$ cat src/rtl/gauss_frame_sched.sv
// gauss_frame_sched: raster-walks a frame, feeding 3x3 windows to the Gaussian core and writing results (0 on borders).
module gauss_frame_sched #(
  parameter int IMG_W    = 320,
  parameter int IMG_H    = 240,
  parameter int ADDR_W   = 17,
  parameter int CORE_TMO = 64
) (
  input  logic              clk_i,
  input  logic              rst_i,
  input  logic              start_i,
  output logic              busy_o,
  output logic              done_o,
  output logic              err_o,
  output logic              rd_en_o,
  output logic [ADDR_W-1:0] rd_addr_o,
  input  logic [7:0]        rd_data_i,
  output logic [71:0]       win_o,
  output logic              core_en_o,
  input  logic              core_done_i,
  input  logic [7:0]        core_data_i,
  output logic              wr_en_o,
  output logic [ADDR_W-1:0] wr_addr_o,
  output logic [7:0]        wr_data_o
);
  localparam int CW = $clog2(IMG_W);
  localparam int RW = $clog2(IMG_H);
  localparam int TW = $clog2(CORE_TMO + 1);
  localparam logic [ADDR_W-1:0] WA  = ADDR_W'(IMG_W);
  localparam logic [ADDR_W-1:0] WA2 = ADDR_W'(2 * IMG_W);
  localparam logic [ADDR_W-1:0] NW1 = ADDR_W'(IMG_W + 1);
  typedef enum logic [3:0] {IDLE, BORDER, FILL9, FILL3, ISSUE, WAIT, WRITE, NEXT, FIN} state_t;
  state_t st, nx;
  logic [RW-1:0] row, n_row;
  logic [CW-1:0] col, n_col;
  logic [ADDR_W-1:0] ctr, row_off;
  logic [3:0] k;
  logic [TW-1:0] tmo;
  logic [7:0] res;
  logic [71:0] win, shifted;
  logic err, last_col, last_row, n_border, timeout;
  logic [1:0] dr, dc;
  logic [6:0] cap_lsb;
  always_comb begin
    last_col = col == CW'(IMG_W - 1);
    last_row = row == RW'(IMG_H - 1);
    n_col    = last_col ? '0 : col + 1'b1;
    n_row    = last_col ? row + 1'b1 : row;
    n_border = n_row == '0 || n_row == RW'(IMG_H - 1) || n_col == '0 || n_col == CW'(IMG_W - 1);
    timeout  = st == WAIT && !core_done_i && tmo == TW'(CORE_TMO - 1);
    // window position of the k-th read: FILL9 walks all nine, FILL3 only the right column
    dr       = st == FILL3 ? k[1:0] : k < 4'd3 ? 2'd0 : k < 4'd6 ? 2'd1 : 2'd2;
    dc       = st == FILL3 ? 2'd2 : k < 4'd3 ? k[1:0] : k < 4'd6 ? 2'(k - 4'd3) : 2'(k - 4'd6);
    row_off  = dr == 2'd0 ? '0 : dr == 2'd1 ? WA : WA2;
    cap_lsb  = st == FILL3 ? 7'(24 * (k - 4'd1) + 16) : 7'(8 * (k - 4'd1));
    shifted  = {win[71:64], win[71:56], win[47:40], win[47:32], win[23:16], win[23:8]};
  end
  always_comb begin
    nx = st;
    case (st)
      IDLE:    nx = start_i ? BORDER : IDLE;
      BORDER:  nx = NEXT;
      FILL9:   nx = k == 4'd9 ? ISSUE : FILL9;
      FILL3:   nx = k == 4'd3 ? ISSUE : FILL3;
      ISSUE:   nx = WAIT;
      WAIT:    nx = core_done_i || timeout ? WRITE : WAIT;
      WRITE:   nx = NEXT;
      NEXT:    nx = last_row && last_col ? FIN : n_border ? BORDER : n_col == CW'(1) ? FILL9 : FILL3;
      FIN:     nx = IDLE;
      default: nx = IDLE;
    endcase
    rd_en_o   = (st == FILL9 && k < 4'd9) || (st == FILL3 && k < 4'd3);
    rd_addr_o = rd_en_o ? ctr + row_off + ADDR_W'(dc) - NW1 : '0;
    wr_en_o   = st == BORDER || st == WRITE;
    wr_addr_o = wr_en_o ? ctr : '0;
    wr_data_o = st == WRITE ? res : 8'd0;
    core_en_o = st == ISSUE;
    done_o    = st == FIN;
    busy_o    = st != IDLE && st != FIN;
    err_o     = err;
    win_o     = win;
  end
  always_ff @(posedge clk_i or posedge rst_i)
    if (rst_i) st <= IDLE;
    else st <= nx;
  always_ff @(posedge clk_i or posedge rst_i) begin
    if (rst_i) begin
      row <= '0;
      col <= '0;
      ctr <= '0;
      k   <= '0;
      tmo <= '0;
      res <= 8'd0;
      win <= '0;
      err <= 1'b0;
    end else begin
      if (st == IDLE && start_i) begin
        row <= '0;
        col <= '0;
        ctr <= '0;
        err <= 1'b0;
      end
      // read data arrives one cycle after its strobe, so capture lags issue by one step
      if (st == FILL9 || st == FILL3) begin
        k <= nx == ISSUE ? '0 : k + 1'b1;
        if (k != 4'd0) win[cap_lsb +: 8] <= rd_data_i;
        else if (st == FILL3) win <= shifted;
      end
      if (st == ISSUE) tmo <= '0;
      if (st == WAIT) begin
        tmo <= tmo + 1'b1;
        res <= core_done_i ? core_data_i : 8'd0;
        if (timeout) err <= 1'b1;
      end
      if (st == NEXT) begin
        row <= n_row;
        col <= n_col;
        ctr <= ctr + 1'b1;
      end
    end
  end
endmodule

$ cat config.mk
export PLATFORM = sky130hd
export DESIGN_NAME = gauss_frame_sched
export DESIGN_NICKNAME = d
export VERILOG_FILES = /design/src/rtl/gauss_frame_sched.sv
export SDC_FILE = /design/constraint.sdc
export NUM_CORES = 1
export LEC_CHECK = 0
export BUFFER_PORTS_ARGS = -buffer_cell sky130_fd_sc_hd__buf_4
export CORE_AREA = 10 10 158 130
export CTS_BUF_LIST = sky130_fd_sc_hd__clkbuf_8
export DETAILED_ROUTE_END_ITERATION = 12
export DIE_AREA = 0 0 168 140
export HOLD_SLACK_MARGIN = 0.1
export PLACE_DENSITY = 0.69
export SETUP_SLACK_MARGIN = 0.2
export SYNTH_ARGS = -nofsm -noshare
export SYNTH_HDL_FRONTEND = slang
export SYNTH_SLANG_ARGS = --single-unit
export TNS_END_PERCENT = 30
$ cat constraint.sdc
create_clock -name clk_i -period 4.69 [get_ports clk_i]
set_input_delay 0 -clock clk_i [delete_from_list [all_inputs] [get_ports clk_i]]
set_output_delay 0 -clock clk_i [all_outputs]
set_load 0.1 [all_outputs]
==> results of run 1 <==
## Yosys cell counts (all sizes together), types with 4 or more instances
cell type / count / area [sq um]
a21o: 6 / 45.0
ha: 43 / 538
a22o: 19 / 166
a211oi: 6 / 50.1
dfrtp: 130 / 3250
nor3: 21 / 121
nor3b: 8 / 70.1
nand4: 8 / 50.1
a31oi: 11 / 83.8
or3: 9 / 56.3
o31ai: 4 / 30.0
xnor2: 13 / 159
nor2: 55 / 206
and3: 18 / 113
nand2: 121 / 454
xor2: 11 / 104
inv: 49 / 184
or3b: 4 / 35.0
o21ai: 74 / 385
nor4: 6 / 37.5
nand2b: 6 / 37.5
and2: 36 / 225
mux2: 52 / 619
nor2b: 7 / 43.8
o41ai: 5 / 43.8
mux2i: 13 / 130
a2111oi: 7 / 92.6
or2: 5 / 31.3
buf: 18 / 87.6
clkbuf: 34 / 128
nand3: 32 / 160
a221o: 13 / 130
nand3b: 4 / 30.0
a21oi: 38 / 194
o21a: 4 / 30.0
## tightest hold or removal path, cell delays in order
cell	delay [ns]
dlygate4sd3_1	0.53
buf_4	0.14
inv_4	0.37
## cells by family (layout without fill, tap and decap cells)
family          count (synthesis)  in the layout  share of synthesized area [%]
compound gates                221            221                           18.2
flops                         130            130                           38.1
buf+inv                       101            271                           4.67
simple gates                  348            348                           20.4
mux                            65             65                           8.77
xor+xnor                       24             24                           3.08
fa+ha+maj                      45             45                           6.77
## per-stage QoR
step / setup TNS (ns) / cells
2_1_floorplan: -0.387 / 934
3_3_place_gp: 0 / 1265
3_5_place_dp: 0 / 1265
4_1_cts: 0 / 1323
5_1_grt: 0 / 1329
6_report: 0 / 1329
## layer usage
layer | global-route usage [%] | up-vias | wire (um)
met5 | 0 | - | 0
met1 | 27.5 | 3722 | 11500
met3 | 4.75 | 22 | 1380
met4 | 4.67 | 0 | 227
li1 | - | 3658 | -
met2 | 30.6 | 212 | 11000
## worst max path at each step
stage | slack, ns | from | endpoint
6_report | 0.46 | st[3] | rd_addr_o[15]
5_1_grt | 0.20 | k[0] | win_o[28]
4_1_cts | 0.24 | k[1] | rd_addr_o[16]
3_5_place_dp | 0.39 | k[1] | win_o[17]
3_3_place_gp | 0.48 | k[1] | rd_addr_o[15]
2_1_floorplan | -0.23 | k[0] | rd_addr_o[6]
## area by class of cell
cell class,instances,area share [%]
clock inverters,14,0.972
well taps,225,2.67
inverters,49,1.77
clock buffers,18,2.35
repair buffers,190,14.3
multi-input cells,703,47.0
flip-flops and latches,130,30.9
## flip-flops by register name, indices dropped and copies added (netlist names)
name   flops
k          4
res        8
err_o      1
ctr       17
st         4
tmo        7
col        9
row        8
win_o     72
## what timing repair did
item,CTS,global route
setup endpoints to repair,3,48
pin swaps,1,2
endpoints found under the hold margin,115,0
buffers inserted,1,6
hold buffers,25,0
resized for setup,6,13
==> impl_results.md, run 1 <==
* Outcome: completed
* CP bufs+invs at 4
* P&R area growth vs syn at 23.6%
* Synth cell types at 80
* Slew headroom at between 20% and 30%
* Pre-CTS WS at 0.390 ns
* Num CTS Buffers at 17
* Reg2Reg Capture Point: win_o[25]
* Max-cap violations at 0
* Worst Max-Slew Pin Slew at between 1 and 1.5 ns
* Worst R2R Path Depth at 13
* Critical Path Stages at 15
* Post-DP Area at 9820 sq um
* Largest net degree at the start of global routing at 53
* CTS root buf: clkbuf_8
* Worst R2R Start: k[1]
* First-pass GRT wire length at slightly below 40,000 um
* Crit-path cells: and4bb_4 > buf_12 > o32ai_1 > buf_4 > ha_1 > ha_1 > and3_1 > a2111oi_4 > buf_4 > o311ai_1 > a21oi_1 > a21oi_1 > xnor2_1 > nor2_2 > buf_12
* Final worst slack at about 0.46 ns
* Via Count at 7,614
* Fillers at around 1,500
* Final ANT Viol Nets at 0
* Htree depth at 4
* DR vias/cell at 5.73
* Worst Setup Path Type: register to output port
* Internal reg-to-reg setup slack at approximately 0.47 ns
* Top Ports at 140
* Synth Register Bits at between 100 and 150
* Fraction of layout cells with a size suffix above 1 at 25.5%
* Starting density of the core at 49.5%
* WL/cell at ~18 um
* Core Util, Final at between 60% and 70%
* Fmax at approximately 0.24 GHz
* Initial antenna violation count at 0
* GRT Resource Usage Total at 19.9%
* Critical Path Max Stage Delay at approximately 0.52 ns
* Fin crit period at between 4 and 5 ns
* Core box area at ~17,000 sq um
* Die W at around 170 um
* Gate Count Post-Synth at 934
* Worst-skew pair later-pin latency at 0.46 ns
* Max Clock Skew at 0.0188 ns
* Initial DRC count at between 600 and 700
* CP Launch Type: register
* Port bufs at 139
* Clock Sinks at 130
* CTS tree: yes
* Commonest non-fill, non-tap cell in the layout: buf_4
* CP arrival at ~4.2 ns
* CTS max path bufs at 2
* Multi-input logic area at just under 5000 sq um
* Post-synthesis async set-or-reset flop share at 100%
* Clock slew at reported path FFs at 0.08 ns
* Final Wtd Congestion at 0.847
* Yosys warns at 0
* Final worst path period share at around nine tenths
* Total gr overflow at 0
* Hold crit path type: input port to async pin
* FF+latch area at 3260 sq um
* Seq/Total Area, Yosys at between 30% and 40%
* Ys flop type: dfrtp_1
* CP delay by family, top: compound AO/OA/AOI/OAI gates
* WP data required at between 4 and 5 ns
* Fin nets at 1,156
* Final hold slack at about 0.14 ns
* Crit-path max FO at 9
* Endpoint class of the critical path: output port
* Row count at 43
* Highest-count cells in the layout ignoring fill and taps: buf_4 (163), dfrtp_1 (127), nand2_1 (121)
* Mean Syn Cell Area at just over 9 sq um
* Netlist Area Pre-Place at around 8500 sq um
* DRT Wirelength at ~24,000 um
* Vias in the first global route at roughly 7,400
* Finished Cell Area at approximately 11,000 sq um
* Final Setup Violations at 0
* Die area at 23,500 sq um
* RSZ-0062 raised after global routing: no
* Endpoints failing hold at 0
* Post-synth EDFFs at 0
* 1st-pass router iterations at 6
* Die span in y at around 140 um
* Max-slew violations at 0
* Ant diodes at 0
* Post-DP HPWL at ~17,000 um
* Critical path's slowest cell: dfrtp_1
* DRC viols at 0
* Syn nets at approximately 1,000
Power of run 1 is not shown: default switching activity piles up to over one toggle a cycle in this logic, so the estimate is an artifact.
==> run 2, diff against run 1 <==
CORE_AREA = 2 2 150 122   (was 10 10 158 130)
DIE_AREA = 0 0 152 124   (was 0 0 168 140)
==> run 2 against run 1 <==
Against the previous run:
- first-iteration DRC count fell by 1.7%
- critical path depth shrank 1
- fmax shrank 0.30%
- design area rose by 0.11%
- clock skew decreased by 0.0046 ns
- die area shrank 20%
- via count shrank 0.83%
- global-route usage increased by 3.8 points
- register-to-register slack hardly changed
- cell count decreased by 0.45%
- count of clock-buffer cells in the layout unchanged
==> impl_results.md, run 2 (synthesized netlist as in run 1, its figures left out) <==
* Final ANT Viol Nets at 0
* WL/cell at approximately 17 um
* Fmax at between 0.2 and 0.25 GHz
* Hold crit path type: input port to async pin
* Outcome: completed
* Max Clock Skew at between 0.01 and 0.015 ns
* Fin nets at between 1,000 and 1,500
* Clock slew at reported path FFs at approximately 0.080 ns
* Die W at roughly 150 um
* WP data required at 4.69 ns
* Slew headroom at 24.6%
* Fillers at 1,485
* Finished Cell Area at roughly 11,000 sq um
* Core box area at between 15,000 and 20,000 sq um
* DRC viols at 0
* Largest net degree at the start of global routing at 84
* CTS max path bufs at 2
* Worst Max-Slew Pin Slew at around 1.1 ns
* CTS tree: yes
* Endpoints failing hold at 0
* Fin crit period at 4.24 ns
* Pre-CTS WS at 0.367 ns
* First-pass GRT wire length at approximately 36,000 um
* GRT Resource Usage Total at approximately a quarter
* RSZ-0062 raised after global routing: no
* Internal reg-to-reg setup slack at ~0.48 ns
* Die area at ~19,000 sq um
* DRT Wirelength at roughly 22,000 um
* Number of flip-flops in the largest register at 72
* Commonest non-fill, non-tap cell in the layout: buf_4
* Initial antenna violation count at 0
* Final Wtd Congestion at around 0.86
* DR vias/cell at roughly 5.7
* Top Ports at 140
* Initial DRC count at about 650
* CP arrival at 4.24 ns
* Worst-skew pair later-pin latency at 0.45 ns
* Final worst slack at 0.445 ns
* Final worst path period share at 90.5%
* Ant diodes at 0
* Highest-count cells in the layout ignoring fill and taps: buf_4 (158), dfrtp_1 (127), nand2_1 (121)
* CTS root buf: clkbuf_8
* P&R area growth vs syn at 23.7%
* Row count at 43
* Die span in y at roughly 120 um
* Num CTS Buffers at 17
* Port bufs at roughly 140
* Final Setup Violations at 0
* Via Count at 7,551
* Clock Sinks at 130
* Worst Setup Path Type: register to output port
* Fraction of layout cells with a size suffix above 1 at roughly a quarter
* 1st-pass router iterations at 4
* Htree depth at 4
* Endpoint class of the critical path: output port
* Total gr overflow at 0
* Post-DP HPWL at between 15,000 and 20,000 um
* Max-cap violations at 0
* Vias in the first global route at between 7,000 and 8,000
* Max-slew violations at 0
* Final hold slack at approximately 0.35 ns
* Post-DP Area at a little under 10,000 sq um
* Starting density of the core at 49.5%
* CP Launch Type: register
* Setup TNS at 0 ns
* Crit-path max FO at 13
run 2: cell types whose count changed in the layout (fill, tap and decap cells not counted), sizes merged:
cell / previous run / this run
bufinv: 1 / 3
inv: 54 / 53
clkinv: 7 / 6
buf: 165 / 160
dlygate4sd3: 25 / 24
run 2: through the flow:
stage                     utilization [%]  cells
after floorplan                         -    934
after global placement               56.7   1262
after detailed placement             56.7   1262
after CTS                            60.6   1319
after global routing                 61.2   1323
final                                61.2   1323
run 2: final cells by class:
cell class | count | area [sq um] | area share [%]
clock buffers | 18 | 248 | 2.34
clock inverters | 14 | 164 | 1.55
inverters | 49 | 186 | 1.76
multi-input cells | 703 | 4970 | 47.1
flip-flops and latches | 130 | 3260 | 30.8
well taps | 225 | 282 | 2.66
repair buffers | 184 | 1460 | 13.8
run 2: critical path, cell delays in order (launching register included):
cell and delay [ns]:
dfrtp_1 0.48, and4bb_4 0.51, nand2_1 0.16, o32ai_2 0.26, ha_1 0.31, ha_1 0.33
and3_1 0.24, a2111oi_4 0.35, buf_4 0.18, o311ai_0 0.16, a21oi_1 0.24, buf_4 0.14
xor2_1 0.16, nor2_2 0.04, buf_4 0.23
run 2: per-layer routing:
layer | part of all wire, % | track usage, % | vias up
li1 | - | - | 3647
met1 | 49 | 35.0 | 3661
met2 | 45 | 35.7 | 219
met3 | 4.9 | 4.45 | 24
met4 | 1.0 | 6.25 | 0
met5 | 0 | 0 | -
run 2: final timing paths:
| kind | startpoint | endpoint | depth (start not counted) |
|---|---|---|---|
| setup reg to reg | k[1] | win_o[0] | 13 |
| hold / removal | rst_i | col[4] | 3 |
| setup / recovery | st[2] | rd_addr_o[13] | 14 |
| max in group asynchronous | rst_i | st[1] | 4 |
| min in group clk_i | core_data_i[2] | res[2] | 4 |
| hold reg to reg | res[7] | res[7] | 2 |
run 2: repair_timing:
item | CTS | global route
endpoints found under the hold margin | 164 | 0
hold buffers | 24 | 0
gates resized for setup | 5 | 17
pin swaps | 1 | 2
endpoints found under the setup margin | 3 | 31
buffers inserted | 1 | 4
Power of run 2 is left out for the same reason.
